===== config.mk =====
export PLATFORM = sky130hd
export DESIGN_NAME = fpu_mul_sched
export DESIGN_NICKNAME = d
export VERILOG_FILES = /design/src/rtl/fpu_mul_pkg.sv /design/src/rtl/fpu_mul_sched_rr_arbiter.sv /design/src/rtl/fpu_mul_sched.sv
export SDC_FILE = /design/constraint.sdc
export NUM_CORES = 1
export LEC_CHECK = 0
export BUFFER_PORTS_ARGS = -buffer_cell sky130_fd_sc_hd__buf_2
export CORE_AREA = 8 8 303 305
export CTS_CLUSTER_SIZE = 12
export DETAILED_ROUTE_END_ITERATION = 8
export DIE_AREA = 0 0 311 313
export PLACE_DENSITY = 0.34
export SLEW_MARGIN = 20
export SYNTH_ARGS = -nofsm -noshare
export SYNTH_HDL_FRONTEND = slang
export SYNTH_HIERARCHICAL = 1
export SYNTH_SLANG_ARGS = --single-unit

===== constraint.sdc =====
create_clock -name clk -period 4.7 [get_ports clk]
set_clock_uncertainty 0.05 [all_clocks]
set_input_delay 0.47 -clock clk [delete_from_list [all_inputs] [get_ports clk]]
set_output_delay 0.47 -clock clk [all_outputs]
set_load 0.01 [all_outputs]

===== src/rtl/fpu_mul_pkg.sv =====
// Shared definitions for schedulers that front the pipelined fpu_mul.
package fpu_mul_pkg;

  localparam int FP_W            = 64;  // operand width
  localparam int PROD_W          = 56;  // fpu_mul product_7 width
  localparam int EXP_W           = 12;  // fpu_mul exponent_5 width
  localparam int MUL_LATENCY_DEF = 10;  // enabled edges from operand capture to result
  localparam int TRK_ID_W        = 3;   // wide enough for up to 8 requesters

  // One tracker slot per multiplier pipeline stage.
  typedef struct packed {
    logic                valid;
    logic [TRK_ID_W-1:0] id;
  } trk_entry_t;

endpackage


===== src/rtl/fpu_mul_sched_rr_arbiter.sv =====
// Combinational round-robin arbiter: search starts at ptr and wraps mod N.
// Reusable in front of any shared FPU unit.
module rr_arbiter #(
  parameter int N    = 4,
  parameter int ID_W = $clog2(N)
) (
  input  logic [N-1:0]    req,
  input  logic [ID_W-1:0] ptr,
  input  logic            en,
  output logic [N-1:0]    grant,
  output logic [ID_W-1:0] grant_id
);

  logic [ID_W:0]   sum;
  logic [ID_W-1:0] idx;
  logic            found;

  // First requesting index at or after ptr wins; no grant when en is low.
  always_comb begin
    grant    = '0;
    grant_id = '0;
    found    = 1'b0;
    sum      = '0;
    idx      = '0;
    for (int k = 0; k < N; k++) begin
      sum = {1'b0, ptr} + (ID_W+1)'(k);
      if (sum >= (ID_W+1)'(N)) sum = sum - (ID_W+1)'(N);
      idx = sum[ID_W-1:0];
      if (en && !found && req[idx]) begin
        grant[idx] = 1'b1;
        grant_id   = idx;
        found      = 1'b1;
      end
    end
  end

endmodule


===== src/rtl/fpu_mul_sched.sv =====
// Shares one pipelined fpu_mul among NUM_REQ requesters. A tracker shift
// register, advanced by the same enable as the multiplier, carries the
// requester ID of each operation so the result can be tagged on exit.
//
// Handshakes: a transfer happens on a rising edge where valid & ready are
// both 1. Requesters hold req_valid and operands stable until accepted;
// the result port holds res_* stable while res_valid & ~res_ready.
module fpu_mul_sched
  import fpu_mul_pkg::*;
#(
  parameter int NUM_REQ     = 4,
  parameter int ID_W        = $clog2(NUM_REQ),
  parameter int MUL_LATENCY = MUL_LATENCY_DEF
) (
  input  logic                    clk,
  input  logic                    rst,
  input  logic [NUM_REQ-1:0]      req_valid,
  input  logic [NUM_REQ*FP_W-1:0] req_opa,
  input  logic [NUM_REQ*FP_W-1:0] req_opb,
  output logic [NUM_REQ-1:0]      req_ready,
  output logic                    mul_enable,
  output logic [FP_W-1:0]         mul_opa,
  output logic [FP_W-1:0]         mul_opb,
  input  logic                    mul_sign,
  input  logic [PROD_W-1:0]       mul_product,
  input  logic [EXP_W-1:0]        mul_exponent,
  output logic                    res_valid,
  input  logic                    res_ready,
  output logic [ID_W-1:0]         res_id,
  output logic                    res_sign,
  output logic [PROD_W-1:0]       res_product,
  output logic [EXP_W-1:0]        res_exponent,
  output logic [3:0]              inflight
);

  trk_entry_t      trk_q [MUL_LATENCY];
  trk_entry_t      tail;
  logic [ID_W-1:0] ptr_q;
  logic [ID_W-1:0] ptr_next;
  logic [ID_W-1:0] grant_id;
  logic [3:0]      inflight_q;
  logic            stall;
  logic            busy;
  logic            granted;
  logic            consumed;
  logic            unused_id_hi;

  // Tail entry lines up with the data currently on the mul_* result inputs.
  assign tail         = trk_q[MUL_LATENCY-1];
  assign unused_id_hi = ^tail.id;

  // Idle/run/stall are derived here rather than encoded in a state register.
  assign stall      = tail.valid & ~res_ready;
  assign busy       = (|req_valid) | (inflight_q != 4'd0);
  assign mul_enable = ~rst & ~stall & busy;

  rr_arbiter #(.N(NUM_REQ), .ID_W(ID_W)) u_arb (
    .req      (req_valid),
    .ptr      (ptr_q),
    .en       (mul_enable),
    .grant    (req_ready),
    .grant_id (grant_id)
  );

  assign granted  = |req_ready;
  assign ptr_next = (grant_id == ID_W'(NUM_REQ-1)) ? '0 : grant_id + ID_W'(1);

  // Operand mux from the one-hot grant; zero when nothing is granted.
  always_comb begin
    mul_opa = '0;
    mul_opb = '0;
    for (int i = 0; i < NUM_REQ; i++) begin
      mul_opa = mul_opa | (req_opa[FP_W*i +: FP_W] & {FP_W{req_ready[i]}});
      mul_opb = mul_opb | (req_opb[FP_W*i +: FP_W] & {FP_W{req_ready[i]}});
    end
  end

  // Result port: tag from the tracker tail, data straight from the multiplier.
  assign res_valid    = tail.valid & ~rst;
  assign res_id       = tail.id[ID_W-1:0];
  assign res_sign     = mul_sign;
  assign res_product  = mul_product;
  assign res_exponent = mul_exponent;
  assign consumed     = res_valid & res_ready;
  assign inflight     = inflight_q;

  // Tracker shift, round-robin pointer and in-flight count; reset discards all work.
  always_ff @(posedge clk) begin
    if (rst) begin
      for (int k = 0; k < MUL_LATENCY; k++) trk_q[k] <= '0;
      ptr_q      <= '0;
      inflight_q <= 4'd0;
    end else begin
      if (mul_enable) begin
        for (int k = MUL_LATENCY-1; k > 0; k--) trk_q[k] <= trk_q[k-1];
        trk_q[0].valid <= granted;
        trk_q[0].id    <= granted ? TRK_ID_W'(grant_id) : '0;
      end
      if (granted) ptr_q <= ptr_next;
      case ({granted, consumed})
        2'b10:   inflight_q <= inflight_q + 4'd1;
        2'b01:   inflight_q <= inflight_q - 4'd1;
        default: inflight_q <= inflight_q;
      endcase
    end
  end

endmodule


==> flow_summary.ini, run 1 <==
[synth]
synth_top_area_cell = a22oi_1
yosys_warnings = 6
netlist_area_um2 = 5250
synth-seq-cells = 36
yosysMostFrequentCell = a22oi_1
synthTopCellsByCount = a22oi_1 (256), nand2_1 (137), buf_4 (72)
synthArstFlopShare_pct = 0
syn-num-nets = 1291
synth_cells = 692
yosysSeqAreaShare_pct = 19.5
ys_types = 47
synth_edf_count = 30
synth_area_leaders = a22oi_1 (37%), edfxtp_1 (17%), buf_4 (10%), nand2_1 (9.8%), clkbuf_1 (3.9%)
ys.flop_type = edfxtp_1
syn_avg_cell_area_um2 = 7.58
yosysTopAreaCellShare_pct = 36.6

[setup_path]
critPathKind = reg -> out
r2r_slack_ps = 670
r2r_start = ptr_q[0]$_SDFFE_PP0P_
cp-end-kind = output port
cp.required_ps = 4180
cpPeakStageDelay_ps = 540
rr_worst_depth = 15
worstPathBufferInverterCount = 3
r2r-end = inflight[2]$_SDFFE_PP0P_
cp_data_arrival_time_ps = 3520
cp_slowest_cell = a31oi_1
cp_num_cells = 10
worstSetupStartpointType = register
critPathTopFamily = compound AO/OA/AOI/OAI gates
worstPathCellList = inv_1 > ha_1 > nor3_1 > nand4_1 > a31oi_1 > a221o_4 > buf_12 > a22oi_1 > nand2_1 > buf_2
worst-path-max-fanout = 69

[sta]
hold_viol_final = 0
worst_slew_pin_slew_ps = 615
report.final.slew_viol_count = 0
timing.setup.tns_ps = 0
finalCritPeriodShare_pct = 85.9
clock.fmax_mhz = 248
setup_viol = 0
slew_headroom_pct = 58.8
min_period_ps = 4040
rsz0062_at_grt = no

[drt]
wl_mm = 49.9
dr.pass1.iters = 5
wl_per_cell_um = 20.8
avgViaCountPerCell = 3.28
first_iter_violations = 610
drc = 0
vias = 7881
ant_nets = 0

[place]
port_buffers = 658
hpwlAfterDp_mm = 43.6
gp_congestion = 0.816

[status]
status = finished clean

[die]
rows = 109
core_um2 = 87300
fp.dieW_um = 311
ios = 797
dieHeight_um = 313
start_util_pct = 6.01
dieArea_um2 = 97300

[job]
drv_cap = 0

[clock_network]
post_cts_buffers = 0
cts_root_buffer = clkbuf_16
htree_levels = 2
cts_resized = 0
cts_tree = done
clock_path_buffers = 2
clk_pin_slew_worst_paths_ps = 60
cts_hold_buf = 0
clk_latency_ps = 280
cts_num_sinks = 36
cts_buffers = 5

[layout]
synthToLayoutAreaGrowth_pct = 82.8
drive_above_1_share_pct = 55.9
final_nets = 1832
final_core_util_pct = 11.0

[hold_path]
min_path_cells = 1
min_path_type = reg -> reg
hold_start = trk_q[0][2]$_SDFFCE_PN0P_
min_to = trk_q[0][6]$_SDFFCE_PN0P_

[global_route]
grt_pass1_vias = 8291
grt_overflow = 0
grt.total_usage_pct = 9.29
grt_pass1_wl_mm = 65.3
antenna_found_initial = 20
grt_max_degree = 70

[pwr]
p_leak_nw = 4.77
power.density_nw_per_um2 = 342
peakVddDrop_mv = 0.154
-- sequential cells by signal, summed over array words and instances (netlist names) --
signal	cells
inflight	4
ptr_q	2
trk_q	30
-- worst register-to-register path, cell delays in order, from the launching register on --
cell and delay [ps]:
dfxtp_1 320, inv_1 100, ha_1 490, mux4_1 450, or3b_1 200, a21oi_1 70
a221o_4 380, or4_4 580, inv_2 130, ha_1 200, xor2_1 160, ha_1 170
a21oi_1 50, xor2_1 160, or3_1 310, a21oi_1 140
-- final cells by class --
type                            count  area, µm²
Clock buffer                        6        129
Inverter                           11       41.3
Tap cell                         1165       1460
Antenna cell                        3       7.51
Sequential cell                    36       1020
Multi-Input combinational cell    508       3410
Fill cell                       10300      77700
Timing Repair Buffer              671       3490
Clock inverter                      2       35.0
-- cells by family after synthesis --
group	Yosys count	share of synthesized area [%]
buffers and inverters	148	16.4
AND/OR/NAND/NOR	199	17.7
multiplexers	5	1.53
adder cells (fa/ha/maj)	11	2.62
AO/OA/AOI/OAI	290	41.9
XOR/XNOR	3	0.501
flip-flops	36	19.5
-- power breakdown --
group	switching [mW]	internal (mW)	total [mW]
Combinational	1.50	0.975	2.47
Clock	0.130	0.250	0.380
Sequential	0.0262	0.399	0.425
-- layout by cell type (no fill, tap or decap), drive strengths merged, types with 6 or more instances in the layout --
cell type | netlist | final
nor2 | 6 | 6
clkbuf | 54 | 6
a22oi | 256 | 256
ha | 11 | 11
a21oi | 12 | 12
o21ai | 6 | 6
edfxtp | 30 | 30
inv | 11 | 11
and2 | 29 | 29
buf | 83 | 671
nand2 | 137 | 137
dfxtp | 6 | 6
-- layer usage --
layer	vias to the layer above	track usage [%]	share of wire (%)
met5	-	0.0987	0.026
met1	3522	10.0	37
met3	101	4.93	13
met4	2	3.79	4.9
met2	595	15.2	45
li1	3661	-	-
-- through the flow --
stage	cell area (µm²)	cells	worst slack, ps	power [mW]	hold WS [ps]
3_3_place_gp	9420	2391	655	2.98	449
3_5_place_dp	9420	2391	642	2.94	451
5_1_grt	9580	2400	375	3.55	471
2_1_floorplan	5250	692	636	1.77	447
6_report	9590	2402	665	3.28	464
4_1_cts	9580	2399	651	3.34	467
-- how the worst max path moves through the flow --
stage | startpoint | endpoint
floorplan | ptr_q[0]$_SDFFE_PP0P_ | inflight[2]$_SDFFE_PP0P_
global route | ptr_q[0]$_SDFFE_PP0P_ | inflight[2]$_SDFFE_PP0P_
detailed placement | req_valid[1] | inflight[2]$_SDFFE_PP0P_
finish | ptr_q[0]$_SDFFE_PP0P_ | mul_opb[22]
CTS | ptr_q[0]$_SDFFE_PP0P_ | inflight[2]$_SDFFE_PP0P_
global placement | req_valid[1] | inflight[2]$_SDFFE_PP0P_
Power figures use the tool's default switching activity.
==> run 2, diff against run 1 <==
--- a/config.mk
+++ b/config.mk
@@ -10,7 +10,6 @@
 export CTS_CLUSTER_SIZE = 12
 export DETAILED_ROUTE_END_ITERATION = 8
 export DIE_AREA = 0 0 311 313
-export PLACE_DENSITY = 0.34
 export SLEW_MARGIN = 20
 export SYNTH_ARGS = -nofsm -noshare
 export SYNTH_HDL_FRONTEND = slang
==> flow_summary.ini, run 2 (synthesized netlist as in run 1, its figures left out) <==
[status]
status = finished clean

[clock_network]
clk_pin_slew_worst_paths_ps = 50
post_cts_buffers = 0
cts_root_buffer = clkbuf_16
cts_num_sinks = 36
cts_buffers = 5
cts_hold_buf = 0
cts_resized = 0
clk_latency_ps = 280
clock_path_buffers = 2
htree_levels = 2
cts_tree = done

[drt]
dr.pass1.iters = 5
drc = 0
ant_nets = 0
first_iter_violations = 896
wl_per_cell_um = 23.6
avgViaCountPerCell = 3.47
vias = 8341
wl_mm = 56.7

[layout]
regMostFlops = trk_q
largest_register_ffs = 30
final_nets = 1828
finalNonFillerCells = 2406
final_core_util_pct = 10.9
mostFrequentLayoutCells = buf_2 (658), a22oi_1 (256), nand2_1 (137)
multi_input_area_um2 = 3410
regArea_um2 = 1020
nFillCells = 10200
layout_commonest_cell = buf_2
synthToLayoutAreaGrowth_pct = 81.3
drive_above_1_share_pct = 55.9

[sta]
clock.fmax_mhz = 233
hold_ws_ps = 459
min_period_ps = 4290
finalCritPeriodShare_pct = 91.3
report.final.slew_viol_count = 0
rsz0062_at_grt = no
timing.setup.tns_ps = 0
hold_viol_final = 0
slew_headroom_pct = 45.9
setup_viol = 0
worst_slew_pin_slew_ps = 811

[global_route]
grt_pass1_wl_mm = 71.9
grt_overflow = 0
antenna_found_initial = 60
grt_max_degree = 130
grt_pass1_vias = 8137
grt.total_usage_pct = 10.6

[die]
core_um2 = 87300
start_util_pct = 6.01
dieHeight_um = 313
dieArea_um2 = 97300
ios = 797
fp.dieW_um = 311
rows = 109

[pwr]
p_total_mw = 3.14
peakVddDrop_mv = 0.162
p_leak_nw = 4.73
power.density_nw_per_um2 = 330

[setup_path]
worst-path-max-fanout = 129
cp_data_arrival_time_ps = 3770
cp.required_ps = 4180
critPathKind = reg -> out
worstSetupStartpointType = register
cp-end-kind = output port

[place]
dp_cells = 2387
gp_congestion = 0.941
port_buffers = 658
hpwlAfterDp_mm = 49.7

[job]
drv_cap = 0

[hold_path]
min_path_type = in -> reg
run 2: cell count changes in the layout (fill, tap and decap cells not counted), sizes merged:
cell / change
buf: -4
bufinv: -1
clkbuf: -1
clkinv: +2
diode: +8
run 2: path summary, 6_finish.rpt:
kind | from | end | slack (ps) | cells past startpoint
worst max-delay path | ptr_q[0]$_SDFFE_PP0P_ | mul_opb[17] | 410 | 10
worst min-delay path | rst | inflight[1]$_SDFFE_PP0P_ | 460 | 2
worst max register to register | ptr_q[0]$_SDFFE_PP0P_ | inflight[2]$_SDFFE_PP0P_ | 630 | 15
worst min register to register | trk_q[0][20]$_SDFFCE_PN0P_ | trk_q[0][24]$_SDFFCE_PN0P_ | 470 | 1
run 2: metrics by stage:
stage	area, µm²	setup slack [ps]
2_1_floorplan	5250	636
3_3_place_gp	9340	686
3_5_place_dp	9340	662
4_1_cts	9480	552
5_1_grt	9480	312
6_report	9510	411
run 2: area by class of cell:
cell class	count	area share, %
clock buffer	5	1.32
antenna	11	0.289
clock inverter	3	0.197
timing repair buffer	667	35.9
inverter	11	0.434
sequential	36	10.7
multi-input combinational	508	35.8
tap	1165	15.3
run 2: critical path: stages (launching register included):
cell	delay (ps)
dfxtp_1	320
inv_1	90
ha_1	440
nor3_1	320
nand4_1	150
a31oi_1	520
a221o_4	290
buf_12	460
a22oi_1	320
nand2_1	160
buf_2	290
run 2: where the power goes:
group          total [mW]  switching [mW]  leakage [nW]  internal, mW
clock network       0.321           0.126        0.0736         0.195
registers           0.425          0.0257         0.376         0.399
logic                2.40            1.45          4.28         0.946
total                3.14            1.60          4.73          1.54
run 2: layer usage:
layer	vias up	global-route usage (%)	wire length [µm]
li1	3662	-	-
met1	3754	10.3	19200
met2	795	18.4	26700
met3	116	8.03	9430
met4	14	1.12	1200
met5	-	0	87
